$ cat src/rtl/x_seq_div.sv
// ---------------------------------------------------------------------------
// x_seq_div : sequential restoring divider, one quotient bit per clock.
//
// Purpose
//   Accepts a dividend/divisor pair with a valid/ready handshake, runs a
//   restoring shift-subtract for WIDTH cycles (MSB first) and presents
//   quotient, remainder and a divide-by-zero flag until the consumer takes
//   them. A zero divisor skips the iteration and completes immediately with
//   quotient = all ones and remainder = dividend.
//
// Configuration macro
//   X_SEQ_DIV_SIGNED_EN : when defined, operands are two's complement. The
//   magnitudes are divided, the quotient truncates toward zero and the
//   remainder takes the dividend's sign. The sign correction is folded into
//   the CALC->DONE edge, so latency matches the unsigned build. The port
//   list is identical in both builds.
//
// Ports
//   clk          rising-edge clock
//   resetn       asynchronous active-low reset
//   in_valid     operand pair present
//   in_ready     block is idle and can accept an operand pair
//   dividend     numerator   [WIDTH-1:0]
//   divisor      denominator [WIDTH-1:0]
//   out_valid    quotient/remainder/div_by_zero are valid
//   out_ready    consumer accepts the result
//   quotient     result quotient  [WIDTH-1:0]
//   remainder    result remainder [WIDTH-1:0]
//   div_by_zero  current result came from a zero divisor
// ---------------------------------------------------------------------------
module x_seq_div #(
  parameter int WIDTH = 8
) (
  input  logic             clk,
  input  logic             resetn,
  input  logic             in_valid,
  output logic             in_ready,
  input  logic [WIDTH-1:0] dividend,
  input  logic [WIDTH-1:0] divisor,
  output logic             out_valid,
  input  logic             out_ready,
  output logic [WIDTH-1:0] quotient,
  output logic [WIDTH-1:0] remainder,
  output logic             div_by_zero
);

  localparam int CW = $clog2(WIDTH) + 1;

  typedef enum logic [1:0] {
    IDLE = 2'd0,
    CALC = 2'd1,
    DONE = 2'd2
  } state_t;

  state_t           state_q, state_d;
  logic [CW-1:0]    count_q, count_d;
  // acc: partial remainder; shf: dividend bits shift out at the top while
  // quotient bits shift in at the bottom; dsr: latched divisor (magnitude).
  logic [WIDTH-1:0] acc_q, acc_d;
  logic [WIDTH-1:0] shf_q, shf_d;
  logic [WIDTH-1:0] dsr_q, dsr_d;
  logic [WIDTH-1:0] quo_q, quo_d;
  logic [WIDTH-1:0] rem_q, rem_d;
  logic             dbz_q, dbz_d;

  logic [WIDTH:0]   trial;
  logic [WIDTH:0]   diff;
  logic             fits;
  logic [WIDTH-1:0] acc_next;
  logic [WIDTH-1:0] shf_next;
  logic [WIDTH-1:0] dvd_mag;
  logic [WIDTH-1:0] dsr_mag;
  logic [WIDTH-1:0] quo_fix;
  logic [WIDTH-1:0] rem_fix;

`ifdef X_SEQ_DIV_SIGNED_EN
  logic neg_quo_q, neg_quo_d;
  logic neg_rem_q, neg_rem_d;
`endif

  // One restoring step: bring down the next dividend bit, try to subtract
  // the divisor and keep the difference only when it does not go negative.
  always_comb begin
    trial    = {acc_q, shf_q[WIDTH-1]};
    diff     = trial - {1'b0, dsr_q};
    fits     = ~diff[WIDTH];
    acc_next = fits ? diff[WIDTH-1:0] : trial[WIDTH-1:0];
    shf_next = {shf_q[WIDTH-2:0], fits};
  end

  // Operand magnitudes and final sign correction. The unsigned build passes
  // everything straight through so no sign logic exists there.
  always_comb begin
`ifdef X_SEQ_DIV_SIGNED_EN
    dvd_mag = dividend[WIDTH-1] ? (~dividend + WIDTH'(1)) : dividend;
    dsr_mag = divisor[WIDTH-1]  ? (~divisor  + WIDTH'(1)) : divisor;
    quo_fix = neg_quo_q ? (~shf_next + WIDTH'(1)) : shf_next;
    rem_fix = neg_rem_q ? (~acc_next + WIDTH'(1)) : acc_next;
`else
    dvd_mag = dividend;
    dsr_mag = divisor;
    quo_fix = shf_next;
    rem_fix = acc_next;
`endif
  end

  // Next-state and datapath control for the IDLE/CALC/DONE sequence.
  always_comb begin
    state_d = state_q;
    count_d = count_q;
    acc_d   = acc_q;
    shf_d   = shf_q;
    dsr_d   = dsr_q;
    quo_d   = quo_q;
    rem_d   = rem_q;
    dbz_d   = dbz_q;
`ifdef X_SEQ_DIV_SIGNED_EN
    neg_quo_d = neg_quo_q;
    neg_rem_d = neg_rem_q;
`endif
    case (state_q)
      IDLE: begin
        if (in_valid) begin
          if (divisor == '0) begin
            // Zero divisor completes at the acceptance edge.
            state_d = DONE;
            quo_d   = '1;
            rem_d   = dividend;
            dbz_d   = 1'b1;
          end else begin
            state_d = CALC;
            count_d = '0;
            acc_d   = '0;
            shf_d   = dvd_mag;
            dsr_d   = dsr_mag;
            dbz_d   = 1'b0;
`ifdef X_SEQ_DIV_SIGNED_EN
            neg_quo_d = dividend[WIDTH-1] ^ divisor[WIDTH-1];
            neg_rem_d = dividend[WIDTH-1];
`endif
          end
        end
      end
      CALC: begin
        acc_d   = acc_next;
        shf_d   = shf_next;
        count_d = count_q + CW'(1);
        // The last step writes the corrected result straight to the outputs.
        if (count_q == CW'(WIDTH - 1)) begin
          state_d = DONE;
          quo_d   = quo_fix;
          rem_d   = rem_fix;
        end
      end
      DONE: begin
        if (out_ready) begin
          state_d = IDLE;
        end
      end
      default: begin
        state_d = IDLE;
      end
    endcase
  end

  // All state lives here; reset clears every register.
  always_ff @(posedge clk or negedge resetn) begin
    if (!resetn) begin
      state_q <= IDLE;
      count_q <= '0;
      acc_q   <= '0;
      shf_q   <= '0;
      dsr_q   <= '0;
      quo_q   <= '0;
      rem_q   <= '0;
      dbz_q   <= 1'b0;
`ifdef X_SEQ_DIV_SIGNED_EN
      neg_quo_q <= 1'b0;
      neg_rem_q <= 1'b0;
`endif
    end else begin
      state_q <= state_d;
      count_q <= count_d;
      acc_q   <= acc_d;
      shf_q   <= shf_d;
      dsr_q   <= dsr_d;
      quo_q   <= quo_d;
      rem_q   <= rem_d;
      dbz_q   <= dbz_d;
`ifdef X_SEQ_DIV_SIGNED_EN
      neg_quo_q <= neg_quo_d;
      neg_rem_q <= neg_rem_d;
`endif
    end
  end

  // Handshake flags are decoded from the state register only.
  assign in_ready    = (state_q == IDLE);
  assign out_valid   = (state_q == DONE);
  assign quotient    = quo_q;
  assign remainder   = rem_q;
  assign div_by_zero = dbz_q;

endmodule

$ cat config.mk
export PLATFORM = sky130hd
export DESIGN_NAME = x_seq_div
export DESIGN_NICKNAME = d
export VERILOG_FILES = /design/src/rtl/x_seq_div.sv
export SDC_FILE = /design/constraint.sdc
export NUM_CORES = 1
export LEC_CHECK = 0
export CORE_UTILIZATION = 51
export CTS_CLUSTER_SIZE = 28
export DETAILED_ROUTE_END_ITERATION = 8
export PLACE_DENSITY = 0.73
export SLEW_MARGIN = 20
export SYNTH_ARGS = -nofsm -noshare
export SYNTH_HDL_FRONTEND = slang
export SYNTH_SLANG_ARGS = --single-unit
$ cat constraint.sdc
create_clock -name clk -period 2.85 [get_ports clk]
set_input_delay 0.285 -clock clk [delete_from_list [all_inputs] [get_ports clk]]
set_output_delay 0.285 -clock clk [all_outputs]
set_load 0.05 [all_outputs]
Yosys cells after proc, flatten, opt, wreduce, memory -nomap -nowiden
Cells that the tools add are included.
- flip-flop bits (word level): 47
- word-level logic and storage cells: 52
- add/sub/neg operators: 2
- eq/ne operators: 8
- mux-type cells: 24
- bitwise gates (word level): 2
- reduce and logical (&&, ||, !) cells: 8
- operators with widths (operator ; count):
    8-bit 2-to-1 mux ; 11
    8-bit one-hot mux with 2 select lines ; 4
    3-bit AND reduction ; 3
    9-bit by 8-bit subtractor with 9-bit output ; 1
    8-bit logical NOT ; 1
    2-bit 2-to-1 mux ; 4
    4-bit 2-to-1 mux ; 2
    4-bit one-hot mux with 2 select lines ; 1
    2-bit inequality test (second input constant) ; 3
    2-bit one-hot mux with 3 select lines ; 1
    4-bit by 1-bit adder with 4-bit output (second input constant) ; 1
    4-bit by 3-bit == test with 1-bit output (second input constant) ; 1
    2-bit by 1-bit inequality test with 1-bit output (second input constant) ; 2
    4-bit AND reduction ; 1
    2-bit by 1-bit == test with 1-bit output (second input constant) ; 1
    2-bit == test (second input constant) ; 1
    2-bit logical NOT ; 1
    1-bit NOT ; 2
    2-bit AND reduction ; 1
    2-bit nonzero test ; 1
    1-bit 2-to-1 mux ; 1

Logic depth before layout (Yosys ltp)
- depth after elaboration: 4
- mapped depth: 9

Least setup slack after synthesis
Ideal clock, no wire load.
- kind: register to register
- start: register shf_q[7]
- end: register rem_q[5], in the netlist remainder[5]
- setup time: 82 ps
- arrival: 2269 ps
- required time: 2768 ps
- slack: 499 ps
- cell stages (with the launch flop): 10
- period minus slack after synthesis: 2351 ps
- path through: dfrtp_1 > inv_1 > ha_1 > inv_1 > fa_1 > a211oi_2 > nor4b_2 > a2111oi_4 > a32oi_1 > a31oi_1
- cells in the longest elaborated chain, start to end: 4
- ends and longest elaborated chain (item ; RTL line ; source):
    from (decl) ; 60 ; logic [WIDTH-1:0] shf_q, shf_d;
    from (signal assigned) ; 172 ; shf_q <= '0;
    from (signal assigned) ; 185 ; shf_q <= shf_d;
    9-bit by 8-bit subtractor with 9-bit output ; 85 ; diff = trial - {1'b0, dsr_q};
    8-bit 2-to-1 mux ; 87 ; acc_next = fits ? diff[WIDTH-1:0] : trial[WIDTH-1:0];
    8-bit 2-to-1 mux ; 149 ; if (count_q == CW'(WIDTH - 1)) begin
    8-bit one-hot mux with 2 select lines ; 121 ; case (state_q)
    to (signal assigned) ; 188 ; rem_q <= rem_d;
    to (decl) ; 63 ; logic [WIDTH-1:0] rem_q, rem_d;
Every way passes these cells. The select of a mux whose other input is x is not followed.
A chain may end at the register's enable or synchronous reset.

Worst setup path in the final report
Ends and elaborated chain as after synthesis.

==> results.md <==
- CTS max path bufs: 2
- Total congestion overflow: 0
- FMAX: 390.9 MHz
- Worst Setup Path Type: reg -> reg
- Reg-to-reg endpoint: remainder[5]
- R2r startpoint: shf_q[7]
- Slew HR: 0.4230
- Row count: 25
- Status: finished, violations left
- Synth async-reset ratio: 1.000
- Routed Antenna Nets: 0
- Fin crit period: 2.558 ns
- DR pass1 iterations: 4
- Final Hold Viols: 39
- Fin. max-slew vios: 0
- CP arrival: 2.79 ns
- Hold WC Path Type: in -> async
- Final core occ: 0.6571
- Clk_lat worst skew: 0.30 ns
- Final period util: 0.8975
- Final wirelength: 6124 um
- Number of H-tree levels: 2
- Mapped Avg Cell Area: 8.817 um2
- Clock transition at the registers of the reported paths: 0.09 ns
- Post-route DRC: 0
- Seq cells post-synth: 47
- Core area: 4817 um2
- Crit end category: flip-flop
- Post-synthesis sequential area ratio: 0.4491
- Post_cts resized: 0
- First-pass GRT wire length: 10180 um
- Worst slew pin tran: 0.8624 ns
- Die area: 5425 um2
- Number of flops mapped to enable cells by yosys: 0
- CP required: 3.08 ns
- Diode count: 0
- Initial Utilization: 0.5436
- Number of global-route vias before repair: 2111
- Pin count of the biggest net entering global routing: 48
- Critical Path Fanout Max: 8
- Hold_ws: -0.03201 ns
- Share of the synthesized area in the top cell type: 0.4491
- Top-count cell post-synth: nand2_1
- IO Port Bufs: 38
- Initial antenna violation count: 0
- Setup TNS: 0 ns
- Clock sink count: 47
- Synth area leader: dfrtp_1
- RSZ-0062 raised after global routing: no
- R2R setup slack: 0.29 ns
- Mean routed wirelength per cell: 15.20 um
- Syn-to-layout area delta: 20.88%
- Vias: 2252
- Postcts setup bufs: 0
- Synth top cells by count: nand2_1 (59), dfrtp_1 (47), nor2_1 (40), o21ai_0 (21)
- Post-Syn Area: 2619 um2
- Nets@finish: 365
- GP Congestion: 0.8907
- Critical Path Start: shf_q[7]
- Final setup violation count: 0
- Max Cap Viol: 0
- Synthesized Nets: 327
- Synth Flop Type: dfrtp_1
- Gr usage total: 0.2509
- Yosys warnings: 0
- Clock root cell: clkbuf_8
- DRT iter0 DRCs: 176
- Netlist cell types: 49
- CP Launch Type: flip-flop
- Top post-synthesis cells by area: dfrtp_1 (45%), nand2_1 (8.5%), nor2_1 (5.7%), ha_1 (4.3%), o21ai_0 (4.0%)
- R2R depth: 9
- Die Y: 73.66 um
- Failing checks: negative hold slack
- Share of layout cells above drive strength 1: 0.08333
- Die width: 73.66 um
- Clock Skews: 0.008052 ns
- Synth Instances: 297
- Cts hold-fix bufs: 0
- CTS tree: done
- # IOs: 39
- Cts bufs inserted: 5
- DP HPWL: 4469 um
- Routed vias/inst: 5.588
logic make-up (layout without fill, tap and decap cells):
group	Yosys count	count (layout)	synth area share
AOI/OAI and AO/OA	81	81	0.2141
xor gates and xnor gates	5	5	0.01673
adders and majority gates	10	10	0.05065
buffers and inverters	26	65	0.04777
DFF	47	47	0.4491
muxes	1	1	0.004300
and+or+nand+nor	127	127	0.2174
worst max path at each step:
| stage | to | slack [ns] | cells after the start |
|---|---|---|---|
| after CTS | remainder[5] | 0.18 | 9 |
| after detailed placement | remainder[5] | 0.20 | 9 |
| after global routing | remainder[5] | 0.07 | 9 |
| after floorplan | remainder[5] | 0.50 | 9 |
| after global placement | remainder[5] | 0.34 | 9 |
| final | remainder[5] | 0.29 | 9 |
flip-flops by register name (all words and copies together) (netlist names):
name,cells
remainder,8
count_q,4
div_by_zero,1
quotient,8
dsr_q,8
acc_q,8
shf_q,8
state_q,2
layout make-up:
cell class	instances	area, um2
Inverter	14	52.55
Timing Repair Buffer	43	427.9
Fill cell	431	1652
Tap cell	67	83.83
Clock buffer	7	96.34
Clock inverter	1	7.507
Multi-Input combinational cell	224	1321
Sequential cell	47	1176
placed cells by master, fill, tap and decap left out, types with 7 or more instances in the layout:
cell type        count
a21oi_1             14
a31oi_1             15
inv_1               13
clkbuf_8             7
nor2_1              40
dfrtp_1             47
o21ai_0             21
nand2_1             59
ha_1                 9
clkdlybuf4s50_1     37
critical path, cell delays in order, from the launching register on:
cell and delay (ns):
dfrtp_1 0.39, inv_1 0.07, ha_1 0.16, inv_1 0.05
fa_1 0.41, a211oi_2 0.36, nor4b_2 0.15, a2111oi_4 0.45
a32oi_1 0.22, a31oi_1 0.22
through the flow:
stage	instances	setup WS (ns)	cell area (um2)
floorplan	297	0.4990	2619
global placement	395	0.3415	3055
detailed placement	395	0.2037	3055
CTS	403	0.1767	3159
global route	403	0.07131	3166
finish	403	0.2921	3166
layer usage:
layer / GRT usage / wire (um)
met4: 0.05128 / 44
met2: 0.4027 / 2904
met3: 0.04938 / 334
met1: 0.3540 / 2841
met5: 0 / 0
Power is left out: the tool's default activity adds up to more than one toggle a clock period on the data nets, which glitch-free logic cannot reach.
